$ cat config.mk
export PLATFORM = sky130hd
export DESIGN_NAME = rgb_pwm_decoder
export DESIGN_NICKNAME = d
export VERILOG_FILES = /design/src/rtl/rgb_pwm_decoder.sv
export SDC_FILE = /design/constraint.sdc
export NUM_CORES = 1
export LEC_CHECK = 0
export CELL_PAD_IN_SITES_DETAIL_PLACEMENT = 1
export CELL_PAD_IN_SITES_GLOBAL_PLACEMENT = 2
export CORE_ASPECT_RATIO = 2
export CORE_MARGIN = 2
export CORE_UTILIZATION = 35
export CTS_CLUSTER_SIZE = 20
export DETAILED_ROUTE_END_ITERATION = 7
export GPL_TIMING_DRIVEN = 0
export PLACE_DENSITY = 0.82
export SYNTH_ARGS = -nofsm -noshare
export SYNTH_HDL_FRONTEND = slang
export SYNTH_SLANG_ARGS = --single-unit
$ cat constraint.sdc
create_clock -name clk -period 2.77 [get_ports clk]
set_input_delay 0.554 -clock clk [delete_from_list [all_inputs] [get_ports clk]]
set_output_delay 0.554 -clock clk [all_outputs]
set_load 0.01 [all_outputs]
$ cat src/rtl/rgb_pwm_decoder.sv
// rtl/rgb_pwm_decoder.sv - recovers a 24-bit RGB value from three PWM LED drive lines
//
// Counts the lit cycles of each channel over free-running windows of PERIOD clocks.
// Because the window length equals the PWM frame length, any window of a steady PWM
// stream contains exactly the on-count, whatever its phase relative to the driver.
//
// Ports:
//   clk         system clock
//   rst         synchronous active-high reset
//   led_r/g/b   PWM lines (pin level is fine; each is synchronized here)
//   rgb_out     last decoded value {r,g,b}, held between updates
//   rgb_valid   one-cycle pulse when rgb_out is updated (every PERIOD cycles)
//   rgb_stable  high when the last two completed windows decoded the same value

module rgb_pwm_decoder #(
   parameter int   PERIOD       = 255,
   parameter logic ACTIVE_LEVEL = 1'b0,
   parameter int   SYNC_STAGES  = 2
) (
   input  logic        clk,
   input  logic        rst,
   input  logic        led_r,
   input  logic        led_g,
   input  logic        led_b,
   output logic [23:0] rgb_out,
   output logic        rgb_valid,
   output logic        rgb_stable
);

   localparam logic [7:0] LAST = 8'(PERIOD - 1);

   logic [2:0]                   led_in;
   logic [2:0][SYNC_STAGES-1:0]  sync_q, sync_d;
   logic [2:0]                   active;
   logic                         win_end;
   logic [7:0]                   win_cnt_q, win_cnt_d;
   logic [2:0][7:0]              acc_q, acc_d, sum;
   logic [23:0]                  rgb_out_q, rgb_out_d;
   logic [23:0]                  prev_q, prev_d;
   logic                         rgb_valid_q, rgb_valid_d;
   logic                         rgb_stable_q, rgb_stable_d;
   logic                         first_done_q, first_done_d;

   assign led_in  = {led_r, led_g, led_b};
   assign win_end = (win_cnt_q == LAST);

   always_comb begin
      sync_d       = sync_q;
      active       = '0;
      sum          = '0;
      acc_d        = acc_q;
      win_cnt_d    = win_end ? 8'd0 : win_cnt_q + 8'd1;
      rgb_out_d    = rgb_out_q;
      prev_d       = prev_q;
      rgb_valid_d  = win_end;
      rgb_stable_d = rgb_stable_q;
      first_done_d = first_done_q;

      for (int c = 0; c < 3; c++) begin
         sync_d[c][0] = led_in[c];
         for (int s = 1; s < SYNC_STAGES; s++) begin
            sync_d[c][s] = sync_q[c][s-1];
         end
         active[c] = (sync_q[c][SYNC_STAGES-1] == ACTIVE_LEVEL);
         // The final cycle of the window still counts, so the result is acc + active
         sum[c]    = acc_q[c] + {7'd0, active[c]};
         acc_d[c]  = win_end ? 8'd0 : sum[c];
      end

      if (win_end) begin
         rgb_out_d    = sum;
         prev_d       = sum;
         // The very first window after reset never counts as stable
         rgb_stable_d = (sum == prev_q) && first_done_q;
         first_done_d = 1'b1;
      end
   end

   always_ff @(posedge clk) begin
      if (rst) begin
         sync_q       <= {(3*SYNC_STAGES){~ACTIVE_LEVEL}};
         win_cnt_q    <= 8'd0;
         acc_q        <= '0;
         rgb_out_q    <= 24'd0;
         prev_q       <= 24'd0;
         rgb_valid_q  <= 1'b0;
         rgb_stable_q <= 1'b0;
         first_done_q <= 1'b0;
      end else begin
         sync_q       <= sync_d;
         win_cnt_q    <= win_cnt_d;
         acc_q        <= acc_d;
         rgb_out_q    <= rgb_out_d;
         prev_q       <= prev_d;
         rgb_valid_q  <= rgb_valid_d;
         rgb_stable_q <= rgb_stable_d;
         first_done_q <= first_done_d;
      end
   end

   assign rgb_out    = rgb_out_q;
   assign rgb_valid  = rgb_valid_q;
   assign rgb_stable = rgb_stable_q;

endmodule

==> metrics.md, run 1 <==
| Metric | Value |
|---|---|
| Result of the run | finished clean |
| Share of the synthesized netlist area taken by xor and xnor gates | 0.159 |
| Post-synth ARST share | 0 |
| Hold WC Path Type | reg -> reg |
| Maximum vdd drop | 310 µV |
| Syn_area_per_cell | 9.65 µm² |
| Leakage power total | 0.00127 µW |
| Clock Path Buffers | 2 |
| Signal arrival time at the worst endpoint | 2.61 ns |
| Maximum number of pins on one net before global-route repair | 11 |
| GR Overflow Total | 0 |
| Count of cell types in the netlist | 31 |
| Post-cts gate resize count | 0 |
| Switching portion of total power | 0.202 |
| # setup viols final | 0 |
| Req. time, crit path | 3.04 ns |
| CTS Buf Count | 9 |
| Clock power share | 0.523 |
| Synth-to-Final Area Change | 25.9% |
| Accumulated negative setup slack | 0 ns |
| Port Buf Inserts | 29 |
| Clock root buffer | sky130_fd_sc_hd__clkbuf_16 |
| Worst Setup Start Kind | register |
| Number of violations of the max-capacitance limit | 0 |
| Cell family with the largest share of critical-path delay | compound AO/OA/AOI/OAI gates |
| Initial Util | 0.357 |
| Vias per cell | 4.95 |
| Vias in the first global route | 2130 |
| Global-route wire length before repair | 10.6 mm |
| Layout Nets | 332 |
| Ratio of cells with drive above 1 in the final layout | 0.0741 |
| Clock-pin slew reported for the worst setup and hold paths after clock tree synthesis | 0.05 ns |
| Power, Total | 2110 µW |
| Worst setup margin | 0.430 ns |
| Quantity of hold-fixing buffers added after cts | 0 |
| Source-to-sink clock delay at the later pin of the worst-skew pair | 0.33 ns |
| Final Cycle Share | 0.845 |
| Postcts setup bufs | 0 |
| Via total after detailed routing | 2071 |
| Main combinational cell family by area after synthesis | simple AND/OR/NAND/NOR gates |
| Commonest cells post-synth | 65 x sky130_fd_sc_hd__dfxtp_1, 62 x sky130_fd_sc_hd__nor2_1, 22 x sky130_fd_sc_hd__xnor2_1, 19 x sky130_fd_sc_hd__xor2_1, 18 x sky130_fd_sc_hd__a211oi_1 |
| Post-synthesis adder-cell area fraction | 0.0372 |
| ANT cells | 0 |
| Peak per-stage delay on the critical path | 0.52 ns |
| Share of the synthesized area in the top cell type | 0.483 |
| TritonCTS clock tree | built |
| Pre-Repair DR Iteration Count | 4 |
| Multiplexer fraction of the synthesized cell area | 0.0279 |
| Area fraction in and, or, nand and nor cells after synthesis | 0.192 |
| Max-slew violations | 0 |
| Top-level port count | 31 |
| Buf+Inv Stages, Crit Path | 1 |
| Cell internal power dissipation | 1690 µW |
| Layout Skew | between 0.003 and 0.004 ns |
| Final weighted congestion in routability-driven placement | between 0.8 and 0.9 |
| Critical path class | reg -> reg |
| Hold violation total from the final report | 0 |
| EDFF count, synth | 0 |
| Yosys warning total | 0 |
| FF+latch count, synth | 65 |
| Global routing usage summed across all routing layers | 0.175 |
| Portion of total power attributed to sequential cells | 0.451 |
| Synth area leader | sky130_fd_sc_hd__dfxtp_1 |
| Share of the synthesized area in compound gates (AO/OA/AOI/OAI) | 0.0781 |
| Sw power | 426 µW |
| Remaining routing DRC violations | 0 |
| Routed length per placed instance | 16.0 µm |
| Die boundary width | 66.0 µm |
| List of cells traversed by the critical path | inv_1 > ha_1 > ha_1 > and3_1 > nand3_1 > xor2_1 > o21bai_1 > a2111oi_0 > a32o_2 |
| Worst Setup Slack post-DPL | 0.428 ns |
| Post-synthesis cell area | approximately 0.0027 mm² |
| Most numerous cell in the Yosys netlist | sky130_fd_sc_hd__dfxtp_1 |
| Top cells by area, synth | sky130_fd_sc_hd__dfxtp_1 48%, sky130_fd_sc_hd__nor2_1 8.6%, sky130_fd_sc_hd__xnor2_1 7.2% |
| Gate count of the mapped netlist | 279 |
| Final worst hold slack | 0.412 ns |
| RSZ-0062 raised after global routing | false |
| Iteration-0 DRC count of the detailed router | 61 |
| Portion of the post-synthesis area used by sequential elements | 0.483 |
| Combinational share of power | 0.025 |
| Top flip-flop cell by instance count after synthesis | sky130_fd_sc_hd__dfxtp_1 |
| Kind of end point of the critical path | register |
| Most prevalent standard cell on the critical path | sky130_fd_sc_hd__ha_1 |
| Rows | 45 |
| Tightest Pin Transition | 0.634 ns |
| Number of levels in the clock H-tree | 3 |
| Number of placed instances with taps included | 402 |
| Syn Nets | 292 |
| Area of the die | 0.00845 mm² |
| Final std cells w/o fill | 418 |
| DP Wirelength | 4.96 mm |
| Number of clock sinks | 65 |
| Areal power density over the cells | 623 mW/mm² |
| Routed wire length | roughly 6.7 mm |
| Std-Cell Core Area | 0.00754 mm² |
| Antenna violations before repair | 0 |
| Crit-path slowest cell | sky130_fd_sc_hd__a2111oi_0 |
| Highest net fanout along the worst path | 4 |
| Achievable frequency | 0.427 GHz |
| Slew HR | 0.577 |
| Post-layout minimum cycle time | 2.34 ns |
| Die Y | 128 µm |
| Filler instances | 889 |
| Detail Route Antenna Nets | 0 |
==> power groups by stage <==
| stage | combinational (µW) | sequential (µW) | clock [µW] |
|---|---|---|---|
| after floorplan | 35.9 | 971 | 0 |
| after global placement | 54.1 | 973 | 0 |
| after detailed placement | 55.6 | 973 | 0 |
| after CTS | 55.8 | 953 | 1130 |
| after global routing | 61.5 | 955 | 1160 |
| final | 53.5 | 954 | 1110 |
==> placed cells by master (no fill, tap or decap), drive strengths merged <==
cell           instances
clkdlybuf4s50         29
or2                    8
xor2                  19
or4                    1
nor4                   2
a221oi                 1
nand3b                 1
a2111o                 1
nand2                  7
and3                   6
bufinv                 1
nor2                  62
xnor2                 22
dfxtp                 65
nand3                 15
a2111oi                1
clkbuf                25
xor3                   1
mux2                   1
clkinv                 2
xnor3                  2
o21bai                 1
nand4                  2
o21ai                  2
a211oi                18
nor3b                  1
and2                   6
ha                     8
mux2i                  6
nand2b                 1
a32o                   1
inv                    4
o2111ai                2
==> registers in the layout (all words and copies together), names as in the netlist <==
| register | count |
|---|---|
| rgb_valid | 1 |
| acc_q | 24 |
| first_done_q | 1 |
| prev_q | 24 |
| sync_q | 3 |
| rgb_stable | 1 |
| sync_d | 3 |
| win_cnt_q | 8 |
==> stage by stage <==
step                      utilization  area, µm²
after floorplan                     -       2690
after global placement          0.411       3100
after detailed placement        0.411       3100
after CTS                       0.449       3390
after global routing            0.449       3390
final                           0.449       3390
==> metal layers <==
layer  global-route usage  wire, µm  vias to the layer above  part of all wire
met5                    0         0                        -                 0
met4               0.0876       146                        0             0.022
met3               0.0395       169                        9             0.025
met2                0.323      3770                       31              0.56
met1                0.176      2600                     1012              0.39
li1                     -         -                     1019                 -
==> cell families after synthesis <==
group,after synthesis
AO/OA/AOI/OAI,27
XOR/XNOR,44
adder cells (fa/ha/maj),8
buffers and inverters,16
flip-flops,65
multiplexers,7
AND/OR/NAND/NOR,112
==> worst paths after layout <==
check,start,slack (ns),cells after the start,to
hold reg to reg,sync_d[5],0.41,1,sync_q[5]
hold / removal,sync_d[5],0.41,1,sync_q[5]
setup reg to reg,sync_q[1],0.43,9,rgb_stable
setup / recovery,sync_q[1],0.43,9,rgb_stable
==> layout make-up <==
cell class,instances,area [µm²],area share
timing repair buffer,29,290,0.0856
tap,94,118,0.0347
inverter,4,15.0,0.00443
buffer,12,45.0,0.0133
clock inverter,3,40.0,0.0118
clock buffer,13,250,0.0738
multi-input combinational,198,1330,0.393
sequential,65,1300,0.384
==> worst register-to-register path, stage by stage, from the launching register on <==
cell,delay [ns]
sky130_fd_sc_hd__dfxtp_1,0.29
sky130_fd_sc_hd__inv_1,0.05
sky130_fd_sc_hd__ha_1,0.23
sky130_fd_sc_hd__ha_1,0.20
sky130_fd_sc_hd__and3_1,0.23
sky130_fd_sc_hd__nand3_1,0.12
sky130_fd_sc_hd__xor2_1,0.28
sky130_fd_sc_hd__o21bai_1,0.10
sky130_fd_sc_hd__a2111oi_0,0.52
sky130_fd_sc_hd__a32o_2,0.26
No activity file was read; power rests on OpenSTA's default activity.
==> inputs of run 2 (changes only) <==
Clock period 2.77 ns to 2.4 ns, I/O delays scaled along.
==> metrics.md, run 2 (synthesized netlist as in run 1, its figures left out) <==
| Metric | Value |
|---|---|
| Ratio of cells with drive above 1 in the final layout | 0.0833 |
| Die boundary width | 66.0 µm |
| Commonest non-fill, non-tap cell in the layout | sky130_fd_sc_hd__dfxtp_1 |
| Detail Route Antenna Nets | 0 |
| Kind of end point of the critical path | register |
| Result of the run | finished clean |
| Die Y | 128 µm |
| Area of the die | 0.00845 mm² |
| DP Wirelength | 4.96 mm |
| Crit-path slowest cell | sky130_fd_sc_hd__nor4_1 |
| Postcts setup bufs | 0 |
| Remaining routing DRC violations | 0 |
| Clock Path Buffers | 2 |
| Layout Skew | ~0.0040 ns |
| Highest net fanout along the worst path | 3 |
| Max-slew violations | 0 |
| Iteration-0 DRC count of the detailed router | 63 |
| GR Overflow Total | 0 |
| Achievable frequency | between 0.4 and 0.5 GHz |
| Initial Util | 0.357 |
| TritonCTS clock tree | built |
| Power, Total | 2440 µW |
| Std-Cell Core Area | 0.00754 mm² |
| Number of levels in the clock H-tree | 3 |
| Worst Setup Start Kind | register |
| Vias per cell | around 5.0 |
| Synth-to-Final Area Change | 26.3% |
| Maximum vdd drop | 357 µV |
| Signal arrival time at the worst endpoint | 2.58 ns |
| Top library cells by usage in the layout, fill and taps aside | 65 x sky130_fd_sc_hd__dfxtp_1, 62 x sky130_fd_sc_hd__nor2_1, 29 x sky130_fd_sc_hd__clkdlybuf4s50_1 |
| Slew HR | 0.568 |
| Post-layout minimum cycle time | 2.31 ns |
| Maximum number of pins on one net before global-route repair | 11 |
| Global-route wire length before repair | 10.6 mm |
| Global routing usage summed across all routing layers | 0.175 |
| ANT cells | 0 |
| Number of violations of the max-capacitance limit | 0 |
| Hold WC Path Type | reg -> reg |
| Routed length per placed instance | around 16 µm |
| Final weighted congestion in routability-driven placement | 0.873 |
| Fin area | 0.00340 mm² |
| Port Buf Inserts | 29 |
| Via total after detailed routing | 2071 |
| Layout Nets | 332 |
| Quantity of hold-fixing buffers added after cts | 0 |
| Final Cycle Share | 0.963 |
| Areal power density over the cells | between 700 and 800 mW/mm² |
| RSZ-0062 raised after global routing | true |
| Pre-Repair DR Iteration Count | 4 |
| Hold violation total from the final report | 0 |
| Routed wire length | 6.69 mm |
| Antenna violations before repair | 0 |
| Source-to-sink clock delay at the later pin of the worst-skew pair | 0.33 ns |
| Leakage power total | 0.00127 µW |
| Critical path class | reg -> reg |
| Req. time, crit path | 2.67 ns |
| List of cells traversed by the critical path | inv_1 > ha_1 > ha_1 > xnor2_1 > nand3_1 > nor4_1 > o2111ai_1 > nor4_1 > a32o_2 |
| Filler instances | 885 |
| Placed standard-cell area | 0.00310 mm² |
| Tightest Pin Transition | 0.645 ns |
| Vias in the first global route | 2130 |
| CTS Buf Count | 9 |
| Rows | 45 |
| Top-level port count | 31 |
| # setup viols final | 0 |
| Clock-pin slew reported for the worst setup and hold paths after clock tree synthesis | about 0.05 ns |
| Peak per-stage delay on the critical path | about 0.47 ns |
| Clock root buffer | sky130_fd_sc_hd__clkbuf_16 |
| Largest registers in the final layout | acc_q x24, prev_q x24, win_cnt_q x8 |
| Number of clock sinks | 65 |
==> run 2: cell types whose count changed in the layout (fill, tap and decap cells not counted) <==
cell,change
sky130_fd_sc_hd__a2111oi_0,-1
sky130_fd_sc_hd__a2111oi_1,+1
sky130_fd_sc_hd__clkbuf_1,-2
sky130_fd_sc_hd__clkbuf_2,+2
sky130_fd_sc_hd__xor2_1,-1
sky130_fd_sc_hd__xor2_2,+1
==> run 2: worst paths after layout <==
kind                            startpoint          to  slack [ns]  depth (start not counted)
worst max register to register   sync_q[5]  rgb_stable        0.09                          9
worst max-delay path             sync_q[5]  rgb_stable        0.09                          9
worst min-delay path             sync_d[5]   sync_q[5]        0.41                          1
worst min register to register   sync_d[5]   sync_q[5]        0.41                          1
==> run 2: cell type report <==
class / count / area (µm²) / area share
multi-input combinational: 198 / 1340 / 0.394
tap: 94 / 118 / 0.0346
timing repair buffer: 29 / 290 / 0.0853
clock inverter: 3 / 40.0 / 0.0118
inverter: 4 / 15.0 / 0.00441
buffer: 12 / 47.5 / 0.0140
clock buffer: 13 / 250 / 0.0736
sequential: 65 / 1300 / 0.382
==> run 2: worst max-delay path: cells and delay by family, from the launching register on <==
| kind | cells | cell delay, ns |
|---|---|---|
| AOI/OAI and AO/OA | 2 | 0.39 |
| buffers and inverters | 1 | 0.04 |
| xor gates and xnor gates | 1 | 0.22 |
| DFF | 1 | 0.30 |
| and+or+nand+nor | 3 | 0.77 |
| adders and majority gates | 2 | 0.53 |
==> run 2: power breakdown <==
group          internal [µW]  switching [µW]  total [µW]
logic                   25.0            37.0        62.0
registers               1090            7.47        1100
clock network            829             447        1280
==> run 2: per-stage QoR <==
step | setup TNS [ns] | utilization | cells | setup slack (ns) | hold WS (ns)
after floorplan | 0 | - | 279 | 0.294 | 0.389
after global placement | 0 | 0.411 | 402 | 0.0642 | 0.391
after detailed placement | 0 | 0.411 | 402 | 0.0580 | 0.404
after CTS | 0 | 0.449 | 418 | 0.0280 | 0.416
after global routing | -0.0234 | 0.451 | 418 | -0.0234 | 0.445
final | 0 | 0.451 | 418 | 0.0892 | 0.412
==> run 2: timing repair <==
item	CTS	global route
endpoints found under the setup margin	0	12
hold endpoints to repair	0	0
resized for setup	0	6
==> run 2: layer usage <==
layer	track usage	up-vias	share of wire	wire length [µm]
met2	0.323	31	0.56	3780
met5	0	-	0	0
met1	0.176	1011	0.39	2600
met4	0.0876	0	0.022	146
li1	-	1020	-	-
met3	0.0395	9	0.025	169
